===== src/rtl/tcam_lookup_engine.sv =====
// tcam_lookup_engine: ternary CAM lookup engine mapping packet IDs to destination IDs.
// Commands (WRITE/READ/FLUSH/SEARCH) arrive on a valid/ready channel; one operation is
// in flight at a time and its result is held on the response channel until consumed.
// Optional feature macro: TCAM_HITCNT_EN adds an 8-bit saturating hit counter per entry
// and the rsp_hitcnt output port (returned on READ, 0 otherwise).
module tcam_lookup_engine #(
    parameter int  KEY_W  = 8,
    parameter int  DATA_W = 4,
    parameter int  WORDS  = 16,
    localparam int IDX_W  = $clog2(WORDS)
) (
    input  logic              clk,
    input  logic              rst_n,
    input  logic              cmd_valid,
    output logic              cmd_ready,
    input  logic [2:0]        cmd_op,
    input  logic [IDX_W-1:0]  cmd_idx,
    input  logic [KEY_W-1:0]  cmd_key,
    input  logic [KEY_W-1:0]  cmd_mask,
    input  logic [DATA_W-1:0] cmd_data,
    input  logic              cmd_vld,
    output logic              rsp_valid,
    input  logic              rsp_ready,
    output logic              rsp_hit,
    output logic              rsp_err,
    output logic [IDX_W-1:0]  rsp_idx,
    output logic [KEY_W-1:0]  rsp_key,
    output logic [KEY_W-1:0]  rsp_mask,
    output logic [DATA_W-1:0] rsp_data,
    output logic              rsp_entry_vld
`ifdef TCAM_HITCNT_EN
    ,
    output logic [7:0]        rsp_hitcnt
`endif
);

    localparam logic [2:0] OP_NOP    = 3'd0;
    localparam logic [2:0] OP_WRITE  = 3'd1;
    localparam logic [2:0] OP_READ   = 3'd2;
    localparam logic [2:0] OP_FLUSH  = 3'd3;
    localparam logic [2:0] OP_SEARCH = 3'd4;

    // Entry count widened by one bit so indices at or above WORDS can be detected.
    localparam logic [IDX_W:0] WORDS_L = WORDS[IDX_W:0];

    typedef enum logic [1:0] {IDLE, CMP, RESP, FLUSH} state_t;

    state_t state_reg, state_next;

    // Entry storage; only the valid bits are reset.
    logic [KEY_W-1:0]  key_mem  [WORDS];
    logic [KEY_W-1:0]  mask_mem [WORDS];
    logic [DATA_W-1:0] data_mem [WORDS];
    logic [WORDS-1:0]  valid_reg;

    logic [IDX_W-1:0]  flush_cnt_reg;
    logic [KEY_W-1:0]  skey_reg, smask_reg;

    logic              rsp_hit_reg, rsp_err_reg, rsp_entry_vld_reg;
    logic [IDX_W-1:0]  rsp_idx_reg;
    logic [KEY_W-1:0]  rsp_key_reg, rsp_mask_reg;
    logic [DATA_W-1:0] rsp_data_reg;

    logic              accept, idx_ok, is_err, wr_en, rd_en, srch_en, flush_last;
    logic [WORDS-1:0]  match;
    logic              hit;
    logic [IDX_W-1:0]  win_idx;

    assign accept     = cmd_valid && cmd_ready;
    assign idx_ok     = {1'b0, cmd_idx} < WORDS_L;
    assign is_err     = (cmd_op > OP_SEARCH) ||
                        (((cmd_op == OP_WRITE) || (cmd_op == OP_READ)) && !idx_ok);
    assign wr_en      = accept && !is_err && (cmd_op == OP_WRITE);
    assign rd_en      = accept && !is_err && (cmd_op == OP_READ);
    assign srch_en    = accept && (cmd_op == OP_SEARCH);
    assign flush_last = (flush_cnt_reg == IDX_W'(WORDS - 1));

    assign cmd_ready     = (state_reg == IDLE);
    assign rsp_valid     = (state_reg == RESP);
    assign rsp_hit       = rsp_hit_reg;
    assign rsp_err       = rsp_err_reg;
    assign rsp_idx       = rsp_idx_reg;
    assign rsp_key       = rsp_key_reg;
    assign rsp_mask      = rsp_mask_reg;
    assign rsp_data      = rsp_data_reg;
    assign rsp_entry_vld = rsp_entry_vld_reg;

    // Masked compare per entry: a bit participates only if both entry and search masks care.
    for (genvar gi = 0; gi < WORDS; gi++) begin : g_match
        assign match[gi] = valid_reg[gi] &&
            (((key_mem[gi] ^ skey_reg) & mask_mem[gi] & smask_reg) == '0);
    end

    // Lowest-index priority encoder over the match vector.
    always_comb begin
        hit     = 1'b0;
        win_idx = '0;
        for (int i = WORDS - 1; i >= 0; i--) begin
            if (match[i]) begin
                hit     = 1'b1;
                win_idx = IDX_W'(i);
            end
        end
    end

    // FSM state register.
    always_ff @(posedge clk) begin
        if (!rst_n) begin
            state_reg <= IDLE;
        end else begin
            state_reg <= state_next;
        end
    end

    // Next-state logic; errors and WRITE/READ respond directly, NOP stays idle.
    always_comb begin
        state_next = state_reg;
        case (state_reg)
            IDLE: begin
                if (accept) begin
                    if (is_err) begin
                        state_next = RESP;
                    end else begin
                        case (cmd_op)
                            OP_WRITE, OP_READ: state_next = RESP;
                            OP_FLUSH:          state_next = FLUSH;
                            OP_SEARCH:         state_next = CMP;
                            default:           state_next = IDLE;
                        endcase
                    end
                end
            end
            CMP:     state_next = RESP;
            FLUSH:   if (flush_last) state_next = RESP;
            RESP:    if (rsp_ready) state_next = IDLE;
            default: state_next = IDLE;
        endcase
    end

    // Key/mask/data storage writes (not reset, block-RAM style).
    always_ff @(posedge clk) begin
        if (wr_en) begin
            key_mem[cmd_idx]  <= cmd_key;
            mask_mem[cmd_idx] <= cmd_mask;
            data_mem[cmd_idx] <= cmd_data;
        end
    end

    // Valid bits and the flush sweep, which clears one entry per cycle and wraps the counter.
    always_ff @(posedge clk) begin
        if (!rst_n) begin
            valid_reg     <= '0;
            flush_cnt_reg <= '0;
        end else begin
            if (wr_en) begin
                valid_reg[cmd_idx] <= cmd_vld;
            end
            if (state_reg == FLUSH) begin
                valid_reg[flush_cnt_reg] <= 1'b0;
                flush_cnt_reg <= flush_last ? '0 : flush_cnt_reg + IDX_W'(1);
            end
        end
    end

    // Response registers: loaded at command accept, or at CMP exit with the search result.
    always_ff @(posedge clk) begin
        if (!rst_n) begin
            rsp_hit_reg       <= 1'b0;
            rsp_err_reg       <= 1'b0;
            rsp_idx_reg       <= '0;
            rsp_key_reg       <= '0;
            rsp_mask_reg      <= '0;
            rsp_data_reg      <= '0;
            rsp_entry_vld_reg <= 1'b0;
            skey_reg          <= '0;
            smask_reg         <= '0;
        end else if (accept) begin
            rsp_hit_reg       <= 1'b0;
            rsp_err_reg       <= is_err;
            rsp_idx_reg       <= '0;
            rsp_key_reg       <= '0;
            rsp_mask_reg      <= '0;
            rsp_data_reg      <= '0;
            rsp_entry_vld_reg <= 1'b0;
            if (wr_en) begin
                rsp_idx_reg <= cmd_idx;
            end
            if (rd_en) begin
                rsp_idx_reg       <= cmd_idx;
                rsp_key_reg       <= key_mem[cmd_idx];
                rsp_mask_reg      <= mask_mem[cmd_idx];
                rsp_data_reg      <= data_mem[cmd_idx];
                rsp_entry_vld_reg <= valid_reg[cmd_idx];
            end
            if (srch_en) begin
                skey_reg  <= cmd_key;
                smask_reg <= cmd_mask;
            end
        end else if (state_reg == CMP) begin
            rsp_hit_reg  <= hit;
            rsp_idx_reg  <= win_idx;
            rsp_data_reg <= hit ? data_mem[win_idx] : '0;
        end
    end

`ifdef TCAM_HITCNT_EN
    logic [7:0] hit_cnt_mem [WORDS];
    logic [7:0] rsp_hitcnt_reg;

    assign rsp_hitcnt = rsp_hitcnt_reg;

    // Per-entry saturating hit counters, bumped when a search result enters RESP.
    always_ff @(posedge clk) begin
        if (!rst_n) begin
            for (int i = 0; i < WORDS; i++) begin
                hit_cnt_mem[i] <= '0;
            end
        end else begin
            if (wr_en) begin
                hit_cnt_mem[cmd_idx] <= '0;
            end
            if (state_reg == FLUSH) begin
                hit_cnt_mem[flush_cnt_reg] <= '0;
            end
            if ((state_reg == CMP) && hit && (hit_cnt_mem[win_idx] != 8'hFF)) begin
                hit_cnt_mem[win_idx] <= hit_cnt_mem[win_idx] + 8'd1;
            end
        end
    end

    // Hit count is reported only by READ; every other response shows 0.
    always_ff @(posedge clk) begin
        if (!rst_n) begin
            rsp_hitcnt_reg <= '0;
        end else if (accept) begin
            rsp_hitcnt_reg <= rd_en ? hit_cnt_mem[cmd_idx] : 8'd0;
        end else if (state_reg == CMP) begin
            rsp_hitcnt_reg <= '0;
        end
    end
`endif

endmodule


===== config.mk =====
export PLATFORM = sky130hd
export DESIGN_NAME = tcam_lookup_engine
export DESIGN_NICKNAME = d
export VERILOG_FILES = /design/src/rtl/tcam_lookup_engine.sv
export SDC_FILE = /design/constraint.sdc
export NUM_CORES = 1
export LEC_CHECK = 0
export CORE_UTILIZATION = 35
export CTS_BUF_LIST = sky130_fd_sc_hd__clkbuf_2
export DETAILED_ROUTE_END_ITERATION = 16
export PLACE_DENSITY = 0.59
export SYNTH_ARGS = -nofsm -noshare
export SYNTH_HDL_FRONTEND = slang
export SYNTH_SLANG_ARGS = --single-unit

===== constraint.sdc =====
create_clock -name clk -period 4.65 [get_ports clk]
set_clock_uncertainty 0.15 [all_clocks]
set_input_delay 1.395 -clock clk [delete_from_list [all_inputs] [get_ports clk]]
set_output_delay 1.395 -clock clk [all_outputs]
set_load 0.01 [all_outputs]

==> implementation parameters, run 1 <==
Parameter                              Value

Status
  Outcome    completed

Clock tree
  # clock sinks    between 300 and 400
  CTS Buf Count    98
  Clock latency at the later pin of the worst-skew pair    around 1.1 ns
  Clock root buffer    sky130_fd_sc_hd__clkbuf_2
  Count of cells resized by post-cts repair    0
  H-tree depth    3
  Maximum root-to-sink buffer count    3
  Post-CTS Setup Inserts    0
  Clock tree from TritonCTS    yes
  Post-CTS clock slew at the launch and capture registers of the worst setup and hold paths    ~0.10 ns
  Number of hold-repair buffers added at the cts stage    0

Layout
  Fraction of layout cells with a size suffix above 1    between 20 and 25%
  Final Instance Area    20660 sq um
  Final net count    1440
  Largest registers in the final layout    key_mem (128), mask_mem (128), data_mem (64)
  Area grow syn2layout    14.66%
  Final std cells w/o fill    between 2000 and 2500

Pwr
  Peak supply drop    between 0.1 and 0.15 mV
  Areal power density over the cells    ~310 nW/um^2
  Total leakage power    ~0.007 uW
  Power after layout    around 6500 uW

Yosys
  Post-synthesis sequential area ratio    60.55%
  Synth top area cells    sky130_fd_sc_hd__edfxtp_1 (53%), sky130_fd_sc_hd__mux4_2 (13%), sky130_fd_sc_hd__dfxtp_1 (7.2%), sky130_fd_sc_hd__xor2_1 (4.6%), sky130_fd_sc_hd__nand3_1 (2.5%)
  Count of state elements after synthesis    385
  Number of instances in the synthesized netlist    ~1300
  Synth unique cells    between 50 and 60
  Most instantiated cells after synthesis    sky130_fd_sc_hd__edfxtp_1 (320), sky130_fd_sc_hd__nand2_1 (112), sky130_fd_sc_hd__mux4_2 (105)
  Most instantiated flip-flop cell in the synthesis netlist    sky130_fd_sc_hd__edfxtp_1
  Number of synthesized flops with an enable pin    320
  Dominant combinational cell family by area after synthesis    multiplexers
  Combined area of all synthesized cells    between 15000 and 20000 sq um
  Synthesized-area fraction occupied by ao, oa, aoi and oai cells    under 10%
  Simple-gate share of the synthesized area    around a tenth
  Synthesized area per cell    roughly 14 sq um
  Top-count cell post-synth    sky130_fd_sc_hd__edfxtp_1
  Xor-xnor portion of the synthesized cell area    roughly 6.3%
  Share of synthesized cell area in full adder, half adder and majority cells    less than 1%
  Net Count, Synth    about 1300
  Library cell occupying the most area in the post-synthesis netlist    sky130_fd_sc_hd__edfxtp_1
  Share of async-settable or async-resettable flops after synthesis    0%
  Yosys Warn Count    0
  Share of the synthesized area in the top cell type    a little over half
  Mux share of post-synthesis cell area    between 10% and 20%

STA
  Final setup violation count    0
  Number of hold violations in the final report    0
  Total negative setup slack    0 ns
  Post-route minimum period    between 4 and 5 ns
  Actual slew at the worst max-slew pin    approximately 0.93 ns
  Max-slew headroom at the worst pin    37.71%
  Period utilization    about nine tenths
  Slew Viols, Final    0
  Fmax    around 240 MHz
  RSZ-0062 raised after global routing    false

Setup path
  Endpoint of the worst register-to-register path    rsp_data[1]
  Worst-path fanout max    14
  Count of cells along the worst register-to-register path    13
  Arrival time at the worst endpoint    5.10 ns
  Startpoint of the worst-slack reg-to-reg timing path    skey_reg[5]
  Data required time at the worst endpoint    5.50 ns
  CP Class    register to register
  Crit end category    register
  Worst setup SP type    register
  Register-to-register setup slack    between 0.4 and 0.5 ns

Die
  Num ports    61
  Area of the core region    slightly above 50000 sq um
  DIE AREA    around 52000 sq um
  Initial standard-cell utilization of the core    a little over a third
  DIE WIDTH    around 230 um
  Num rows    82
  Vertical extent of the die    between 200 and 250 um

Placed design
  HPWL after DPL    around 37 mm
  Post-Place Cells    between 1500 and 2000
  Area of placed instances    a little under 20000 sq um
  RePlAce Congestion    0.8818
  Count of buffers from port buffering    60

Job
  Number of violations of the max-capacitance limit    0

Routing
  DRC violation total after the first TritonRoute iteration    1246
  Aggregate routed wire length    between 50 and 60 mm
  Post-route DRC    0
  Total vias in the final route    ~12000
  Pre-Repair DR Iteration Count    6
  Post-detailed-route count of antenna-violating nets    0
  Post-DR wirelength/cell    ~25 um
  Vias per Instance    5.478

Global routing
  Initial antenna violation count    5
  Via count of the first global-routing pass    ~12000
  Global routing usage summed across all routing layers    about a fifth
  Overflow after GRT    0
  Pin count of the biggest net entering global routing    66
  First-pass GRT wire length    79.48 mm

Hold path
  Destination of the worst hold path    rsp_err
  Hold crit path type    register to register
  Hold path startpoint    rsp_err
  Hold Crit Depth    2
[worst max-delay path by stage]
| stage | startpoint | endpoint | slack, ns | depth (start not counted) |
|---|---|---|---|---|
| 2_1_floorplan | cmd_valid | valid_reg[1] | 0.04 | 7 |
| 3_3_place_gp | cmd_valid | key_mem[7][1] | 0.47 | 7 |
| 3_5_place_dp | cmd_valid | valid_reg[7] | 0.40 | 9 |
| 4_1_cts | skey_reg[5] | rsp_data[1] | 0.50 | 13 |
| 5_1_grt | skey_reg[5] | rsp_data[1] | 0.24 | 13 |
| 6_report | skey_reg[5] | rsp_data[1] | 0.40 | 13 |
[worst max-delay path, cell delays in order, from the launching register on]
cell	delay, ns
sky130_fd_sc_hd__dfxtp_1	0.50
sky130_fd_sc_hd__buf_4	0.33
sky130_fd_sc_hd__xor2_1	0.11
sky130_fd_sc_hd__nand3_1	0.12
sky130_fd_sc_hd__nand4_1	0.22
sky130_fd_sc_hd__nor3_1	0.62
sky130_fd_sc_hd__a21oi_1	0.15
sky130_fd_sc_hd__a21oi_1	0.15
sky130_fd_sc_hd__o21a_1	0.54
sky130_fd_sc_hd__buf_4	0.23
sky130_fd_sc_hd__mux2_2	0.33
sky130_fd_sc_hd__nand2_1	0.06
sky130_fd_sc_hd__nor4b_1	0.47
sky130_fd_sc_hd__a211o_1	0.17
[logic make-up after synthesis]
family | count (synthesis)
flops | 385
simple gates | 355
mux | 143
compound gates | 140
xor+xnor | 129
buf+inv | 94
fa+ha+maj | 4
[layout by cell type, fill, tap and decap left out, types with 16 or more instances in the layout]
cell type	instances
sky130_fd_sc_hd__o21ai_0	21
sky130_fd_sc_hd__a32o_1	17
sky130_fd_sc_hd__a21boi_0	18
sky130_fd_sc_hd__nand2_1	112
sky130_fd_sc_hd__mux2i_1	36
sky130_fd_sc_hd__clkinv_1	30
sky130_fd_sc_hd__xnor2_1	34
sky130_fd_sc_hd__dfxtp_1	65
sky130_fd_sc_hd__nor3_1	39
sky130_fd_sc_hd__nand3_1	91
sky130_fd_sc_hd__buf_4	72
sky130_fd_sc_hd__mux4_2	105
sky130_fd_sc_hd__clkdlybuf4s50_1	55
sky130_fd_sc_hd__a21oi_1	20
sky130_fd_sc_hd__nor2_1	34
sky130_fd_sc_hd__xor2_1	95
sky130_fd_sc_hd__nor2b_1	16
sky130_fd_sc_hd__edfxtp_1	320
sky130_fd_sc_hd__clkbuf_2	134
[metal layers]
metal / share of wire (%) / global-route usage, % / up-vias / wire, um
met5: 0.063 / 0 / - / 34
met4: 3.8 / 9.479 / 4 / 2044
met3: 9.1 / 6.088 / 124 / 4951
met2: 45 / 31.73 / 587 / 24700
met1: 42 / 27.72 / 5916 / 22670
li1: - / - / 5206 / -
[per-stage QoR]
| stage | hold slack, ns | util (%) | setup slack, ns |
|---|---|---|---|
| 2_1_floorplan | 0.3316 | - | 0.04425 |
| 3_3_place_gp | 0.2997 | 39.18 | 0.4717 |
| 3_5_place_dp | 0.3075 | 39.18 | 0.3980 |
| 4_1_cts | 0.3243 | 40.91 | 0.5006 |
| 5_1_grt | 0.3542 | 40.93 | 0.2405 |
| 6_report | 0.3187 | 40.93 | 0.4029 |
[where the power goes]
group          internal, uW  switching, uW  leakage, uW
sequential             3740           20.6      0.00340
combinational           188            267      0.00290
clock                   804           1450     0.000671
total                  4740           1740      0.00697
[final cells by class]
class | count | area [sq um]
Antenna cell | 3 | 7.507
Clock buffer | 134 | 670.6
Clock inverter | 48 | 206.4
Fill cell | 4746 | 29820
Inverter | 9 | 33.78
Multi-Input combinational cell | 771 | 6713
Sequential cell | 385 | 10910
Tap cell | 672 | 840.8
Timing Repair Buffer | 139 | 1277
No activity file was read; power rests on OpenSTA's default activity.
==> run 2, diff against run 1 <==
Settings changed: CELL_PAD_IN_SITES_DETAIL_PLACEMENT set to 1, CELL_PAD_IN_SITES_GLOBAL_PLACEMENT set to 2, CTS_BUF_LIST sky130_fd_sc_hd__clkbuf_2 to unset, PLACE_DENSITY 0.59 to 0.74.
==> run 2 against run 1 <==
Cell area up 2.2%. Sequential share of layout area down 1.1 points. Via count down 0.77%. Power up 17%. Sequential cell count unchanged. Critical endpoint unchanged. Highest routed layer is now met4.
==> implementation parameters, run 2 (same netlist as run 1, synthesis figures left out) <==
Parameter                              Value

STA
  RSZ-0062 raised after global routing    false
  Number of hold violations in the final report    0
  Final worst-path setup slack    roughly 0.24 ns
  Post-route minimum period    about 4.4 ns
  Total negative setup slack    0 ns
  Fmax    roughly 230 MHz
  Final setup violation count    0
  Period utilization    between 90% and 100%
  Actual slew at the worst max-slew pin    approximately 0.84 ns
  Max-slew headroom at the worst pin    between 40% and 50%
  Slew Viols, Final    0

Pwr
  Areal power density over the cells    359.6 nW/um^2
  Total leakage power    just under 0.007 uW
  Peak supply drop    roughly 0.27 mV

Layout
  Final Instance Area    roughly 21000 sq um
  Largest registers in the final layout    key_mem (128), mask_mem (128), data_mem (64)
  Most frequent standard cell in the layout excluding fill and tap cells    sky130_fd_sc_hd__edfxtp_1
  Area taken by flip-flops and latches    about 11000 sq um
  Fraction of layout cells with a size suffix above 1    around a fifth
  Final std cells w/o fill    a little over 2000
  Number of antenna repair diodes    0
  Multi-input gate area in the final layout    between 6000 and 7000 sq um
  Final-layout fill cell count    5116
  Most frequent cells in the layout    sky130_fd_sc_hd__edfxtp_1 (320), sky130_fd_sc_hd__nand2_1 (112), sky130_fd_sc_hd__mux4_2 (105)
  Final net count    approximately 1400
  Area grow syn2layout    17.19%

Status
  Outcome    completed

Clock tree
  Clock tree from TritonCTS    yes
  Maximum root-to-sink buffer count    3
  # clock sinks    slightly below 400
  Post-CTS clock slew at the launch and capture registers of the worst setup and hold paths    0.06 ns
  Count of cells resized by post-cts repair    0
  Clock latency at the later pin of the worst-skew pair    0.58 ns
  H-tree depth    2
  CTS Buf Count    43
  Clock root buffer    sky130_fd_sc_hd__clkbuf_16
  Number of hold-repair buffers added at the cts stage    0
  Post-CTS Setup Inserts    0

Placed design
  Post-Place Cells    1967
  Area of placed instances    about 20000 sq um
  HPWL after DPL    40.35 mm
  RePlAce Congestion    0.8563
  Count of buffers from port buffering    60
  Setup WS pre-CTS    about 0.30 ns

Hold path
  Hold crit path type    register to register

Die
  Area of the core region    between 50000 and 60000 sq um
  Initial standard-cell utilization of the core    35.70%
  Num rows    82
  Vertical extent of the die    228.9 um
  Num ports    ~60
  DIE AREA    52390 sq um
  DIE WIDTH    roughly 230 um

Global routing
  Initial antenna violation count    0
  First-pass GRT wire length    roughly 84 mm
  Most Crowded Layer GR    met2
  Global routing usage summed across all routing layers    between 20 and 25%
  Fraction of met1 tracks used by global routing    between 30% and 40%
  Global-route track usage on met2    a little over a third
  Met3 usage    between 3 and 4%
  Pin count of the biggest net entering global routing    48
  Via count of the first global-routing pass    roughly 12000
  Overflow after GRT    0

Routing
  Post-route DRC    0
  Post-DR wirelength/cell    around 28 um
  Aggregate routed wire length    between 50 and 60 mm
  Post-detailed-route count of antenna-violating nets    0
  Total vias in the final route    11750
  Pre-Repair DR Iteration Count    6
  DRC violation total after the first TritonRoute iteration    roughly 1100
  Vias per Instance    roughly 5.7

Setup path
  Worst setup SP type    register
  Arrival time at the worst endpoint    ~4.7 ns
  Worst-path fanout max    25
  CP Class    register to register
  Crit end category    register
  Register-to-register setup slack    0.24 ns
  Data required time at the worst endpoint    approximately 5.0 ns

Job
  Number of violations of the max-capacitance limit    0
[run 2: cell count changes in the layout (fill, tap and decap cells not counted), sizes merged]
cell	before	now
clkinv	45	10
buf	84	75
inv	11	10
clkinvlp	1	0
bufinv	0	2
diode	3	0
clkbuf	134	66
[run 2: per-stage QoR]
| stage | utilization, % | hold WS [ns] | total power (uW) |
|---|---|---|---|
| final | 41.83 | 0.3135 | 7593 |
| after global routing | 41.83 | 0.3379 | 7793 |
| after CTS | 41.83 | 0.3194 | 7663 |
| after detailed placement | 39.12 | 0.3073 | 4307 |
| after global placement | 39.12 | 0.3002 | 4299 |
| after floorplan | - | 0.3316 | 4084 |
[run 2: final timing paths]
kind	startpoint	to	cells past startpoint
max reg2reg	skey_reg[6]	rsp_data[1]	12
max	skey_reg[6]	rsp_data[1]	12
min reg2reg	rsp_key[3]	rsp_key[3]	1
min	rsp_key[3]	rsp_key[3]	1
[run 2: layout make-up]
cell class              instances  area share [%]
clock buffers                  66           5.890
clock inverters                13          0.5866
inverters                       9          0.1600
multi-input cells             771           31.80
flip-flops and latches        385           51.67
well taps                     672           3.982
repair buffers                130           5.908
[run 2: metal layers]
layer	wire (um)	vias up
met2	27630	451
li1	-	5025
met5	0	-
met1	24900	6192
met3	3786	78
met4	964	0
[run 2: where the power goes]
group | switching (uW) | internal, uW | total, uW
logic | 273 | 190 | 463
registers | 19.7 | 3750 | 3770
clock network | 1410 | 1950 | 3360
[run 2: worst max-delay path, cell delays in order (launching register included)]
cell	delay (ns)
sky130_fd_sc_hd__dfxtp_1	0.69
sky130_fd_sc_hd__xor2_1	0.15
sky130_fd_sc_hd__a31oi_1	0.47
sky130_fd_sc_hd__nand4_1	0.28
sky130_fd_sc_hd__a311oi_1	0.68
sky130_fd_sc_hd__o211ai_1	0.20
sky130_fd_sc_hd__a21oi_1	0.18
sky130_fd_sc_hd__o21a_1	0.20
sky130_fd_sc_hd__buf_12	0.20
sky130_fd_sc_hd__nor2b_1	0.07
sky130_fd_sc_hd__a2111oi_0	0.56
sky130_fd_sc_hd__nor4b_1	0.13
sky130_fd_sc_hd__a211o_1	0.29
==> run 3, diff against run 2 <==
Settings changed: MAX_ROUTING_LAYER set to met4, SKIP_LAST_GASP set to 1.
Clock period 4.65 ns to 3.9 ns, I/O delays scaled along.
==> run 3 against run 2 <==
Worst hold slack improved by 0.00069 ns. Critical path depth rose by 3. Cell count rose by 2.8%. Clock power rose by 25%. Power rose by 22%. Setup slack got worse by 0.14 ns. Critical path type unchanged. Largest power group unchanged. Highest routed layer unchanged.
==> implementation parameters, run 3 (same netlist as run 1, synthesis figures left out) <==
Parameter                              Value

Setup path
  Crit end category    register
  Count of cells along the worst register-to-register path    15
  Worst setup SP type    register
  Cell with the most instances on the worst path    sky130_fd_sc_hd__buf_4
  CP Class    register to register
  Worst-path fanout max    9
  Startpoint of the worst-slack reg-to-reg timing path    skey_reg[6]
  Data required time at the worst endpoint    around 4.2 ns
  Cell breakdown of the critical path    buf_12 > xor2_1 > a31oi_2 > nand4_1 > a311oi_1 > buf_4 > o21bai_1 > a221o_1 > o21a_1 > buf_12 > buf_4 > a2111oi_1 > buf_4 > nor4b_1 > a211o_1
  Cell at the slowest stage of the critical path    sky130_fd_sc_hd__a2111oi_1
  Crit path largest cell delay    0.45 ns
  Arrival time at the worst endpoint    roughly 4.1 ns
  Endpoint of the worst register-to-register path    rsp_data[0]
  Register-to-register setup slack    around 0.10 ns
  Crit. Startpoint    skey_reg[6]
  Termination of the worst setup path    rsp_data[0]

Die
  DIE AREA    about 52000 sq um
  Num rows    approximately 80
  Vertical extent of the die    228.9 um
  Area of the core region    ~50000 sq um
  Initial standard-cell utilization of the core    approximately 36%
  Num ports    61
  DIE WIDTH    around 230 um

STA
  Number of hold violations in the final report    0
  RSZ-0062 raised after global routing    false
  Post-route minimum period    3.795 ns
  Fmax    approximately 260 MHz
  Worst hold slack across all endpoints    0.3142 ns
  Slew Viols, Final    0
  Period utilization    a little over nine tenths
  Actual slew at the worst max-slew pin    0.8012 ns
  Max-slew headroom at the worst pin    between 40% and 50%
  Final setup violation count    0

Clock tree
  H-tree depth    2
  Number of hold-repair buffers added at the cts stage    0
  CTS Buf Count    between 40 and 50
  # clock sinks    about 390
  Post-CTS Setup Inserts    0
  Maximum root-to-sink buffer count    3
  Clock latency at the later pin of the worst-skew pair    ~0.57 ns
  Post-CTS clock slew at the launch and capture registers of the worst setup and hold paths    around 0.060 ns
  Clock tree from TritonCTS    yes
  Clock root buffer    sky130_fd_sc_hd__clkbuf_16

Layout
  Most frequent standard cell in the layout excluding fill and tap cells    sky130_fd_sc_hd__edfxtp_1
  Multi-input gate area in the final layout    just under 7000 sq um
  Final core occ    a little over two fifths
  Area grow syn2layout    21.37%
  Fraction of layout cells with a size suffix above 1    23.29%
  Final std cells w/o fill    approximately 2100
  Most frequent cells in the layout    sky130_fd_sc_hd__edfxtp_1 (320), sky130_fd_sc_hd__nand2_1 (112), sky130_fd_sc_hd__mux4_2 (105)
  Final-layout fill cell count    approximately 5100
  Final net count    1432
  Largest registers in the final layout    key_mem (128), mask_mem (128), data_mem (64)
  Area taken by flip-flops and latches    roughly 11000 sq um

Placed design
  HPWL after DPL    approximately 41 mm
  Count of buffers from port buffering    60
  RePlAce Congestion    just under 0.9
  Post-Place Cells    roughly 2000

Routing
  Total vias in the final route    11820
  Post-route DRC    0
  Uppermost routed layer    met4
  Detail Route met3 WL    3.046 mm
  Aggregate routed wire length    around 58 mm
  Post-detailed-route count of antenna-violating nets    0
  DRC violation total after the first TritonRoute iteration    roughly 930
  Pre-Repair DR Iteration Count    5
  Vias per Instance    between 5 and 6
  Post-DR wirelength/cell    around 27 um
  Amount of wire on met2 after detailed routing    about 28 mm
  Routed met1 length    between 20 and 30 mm

Status
  Outcome    completed

Global routing
  Overflow after GRT    0
  Initial antenna violation count    1
  First-pass GRT wire length    around 85 mm
  Via count of the first global-routing pass    12560
  Global routing usage summed across all routing layers    22.81%
  Pin count of the biggest net entering global routing    40

Job
  Number of violations of the max-capacitance limit    0

Pwr
  Areal power density over the cells    423.3 nW/um^2
  Power after layout    between 9000 and 10000 uW
  Peak supply drop    0.2858 mV
  Total leakage power    roughly 0.0073 uW

Hold path
  Hold crit path type    register to register
## run 3: power breakdown
part           switching (uW)  internal (uW)  leakage [uW]
clock network            1710           2480      0.000702
registers                18.0           4470       0.00340
logic                     333            245       0.00320
## run 3: how the worst min path moves through the flow
stage,from,cells after the start,endpoint,slack [ns]
final,rsp_key[7],1,rsp_key[7],0.31
after global routing,rsp_key[6],1,rsp_key[6],0.34
after CTS,smask_reg[2],2,smask_reg[2],0.32
after detailed placement,rsp_mask[7],1,rsp_mask[7],0.31
after global placement,smask_reg[4],2,smask_reg[4],0.30
after floorplan,valid_reg[15],2,valid_reg[15],0.33
## run 3: timing repair
action	4_1_cts	5_1_grt
gates resized for setup	1	10
hold endpoints to repair	0	0
setup endpoints to repair	1	4
## run 3: cell type report
type                    instances  share of cell area [%]
clock inverters                28                   1.379
well taps                     672                   3.845
flip-flops and latches        385                   49.92
clock buffers                  51                   5.201
diodes                          1                 0.01144
inverters                       9                  0.1545
multi-input cells             771                   30.83
repair buffers                186                   8.657
## run 3: metrics by stage
stage | setup TNS [ns] | area (sq um) | worst slack, ns
3_5_place_dp | -0.03808 | 20400 | -0.03808
3_3_place_gp | -0.002897 | 20400 | -0.002897
5_1_grt | 0 | 21870 | 0.005354
6_report | 0 | 21870 | 0.1049
2_1_floorplan | -0.1537 | 18040 | -0.003912
4_1_cts | 0 | 21840 | 0.006299
## run 3: critical path, delay by kind of cell (launching register included)
| kind | cells | cell delay (ns) |
|---|---|---|
| compound gates | 7 | 1.96 |
| buf+inv | 5 | 0.82 |
| flops | 1 | 0.32 |
| simple gates | 2 | 0.25 |
| xor+xnor | 1 | 0.17 |
## run 3: layer usage
metal  vias up  global-route usage, %
met5         -                      -
met4         0                  5.854
li1       5141                      -
met2       348                  37.06
met1      6256                  30.42
met3        73                  2.695
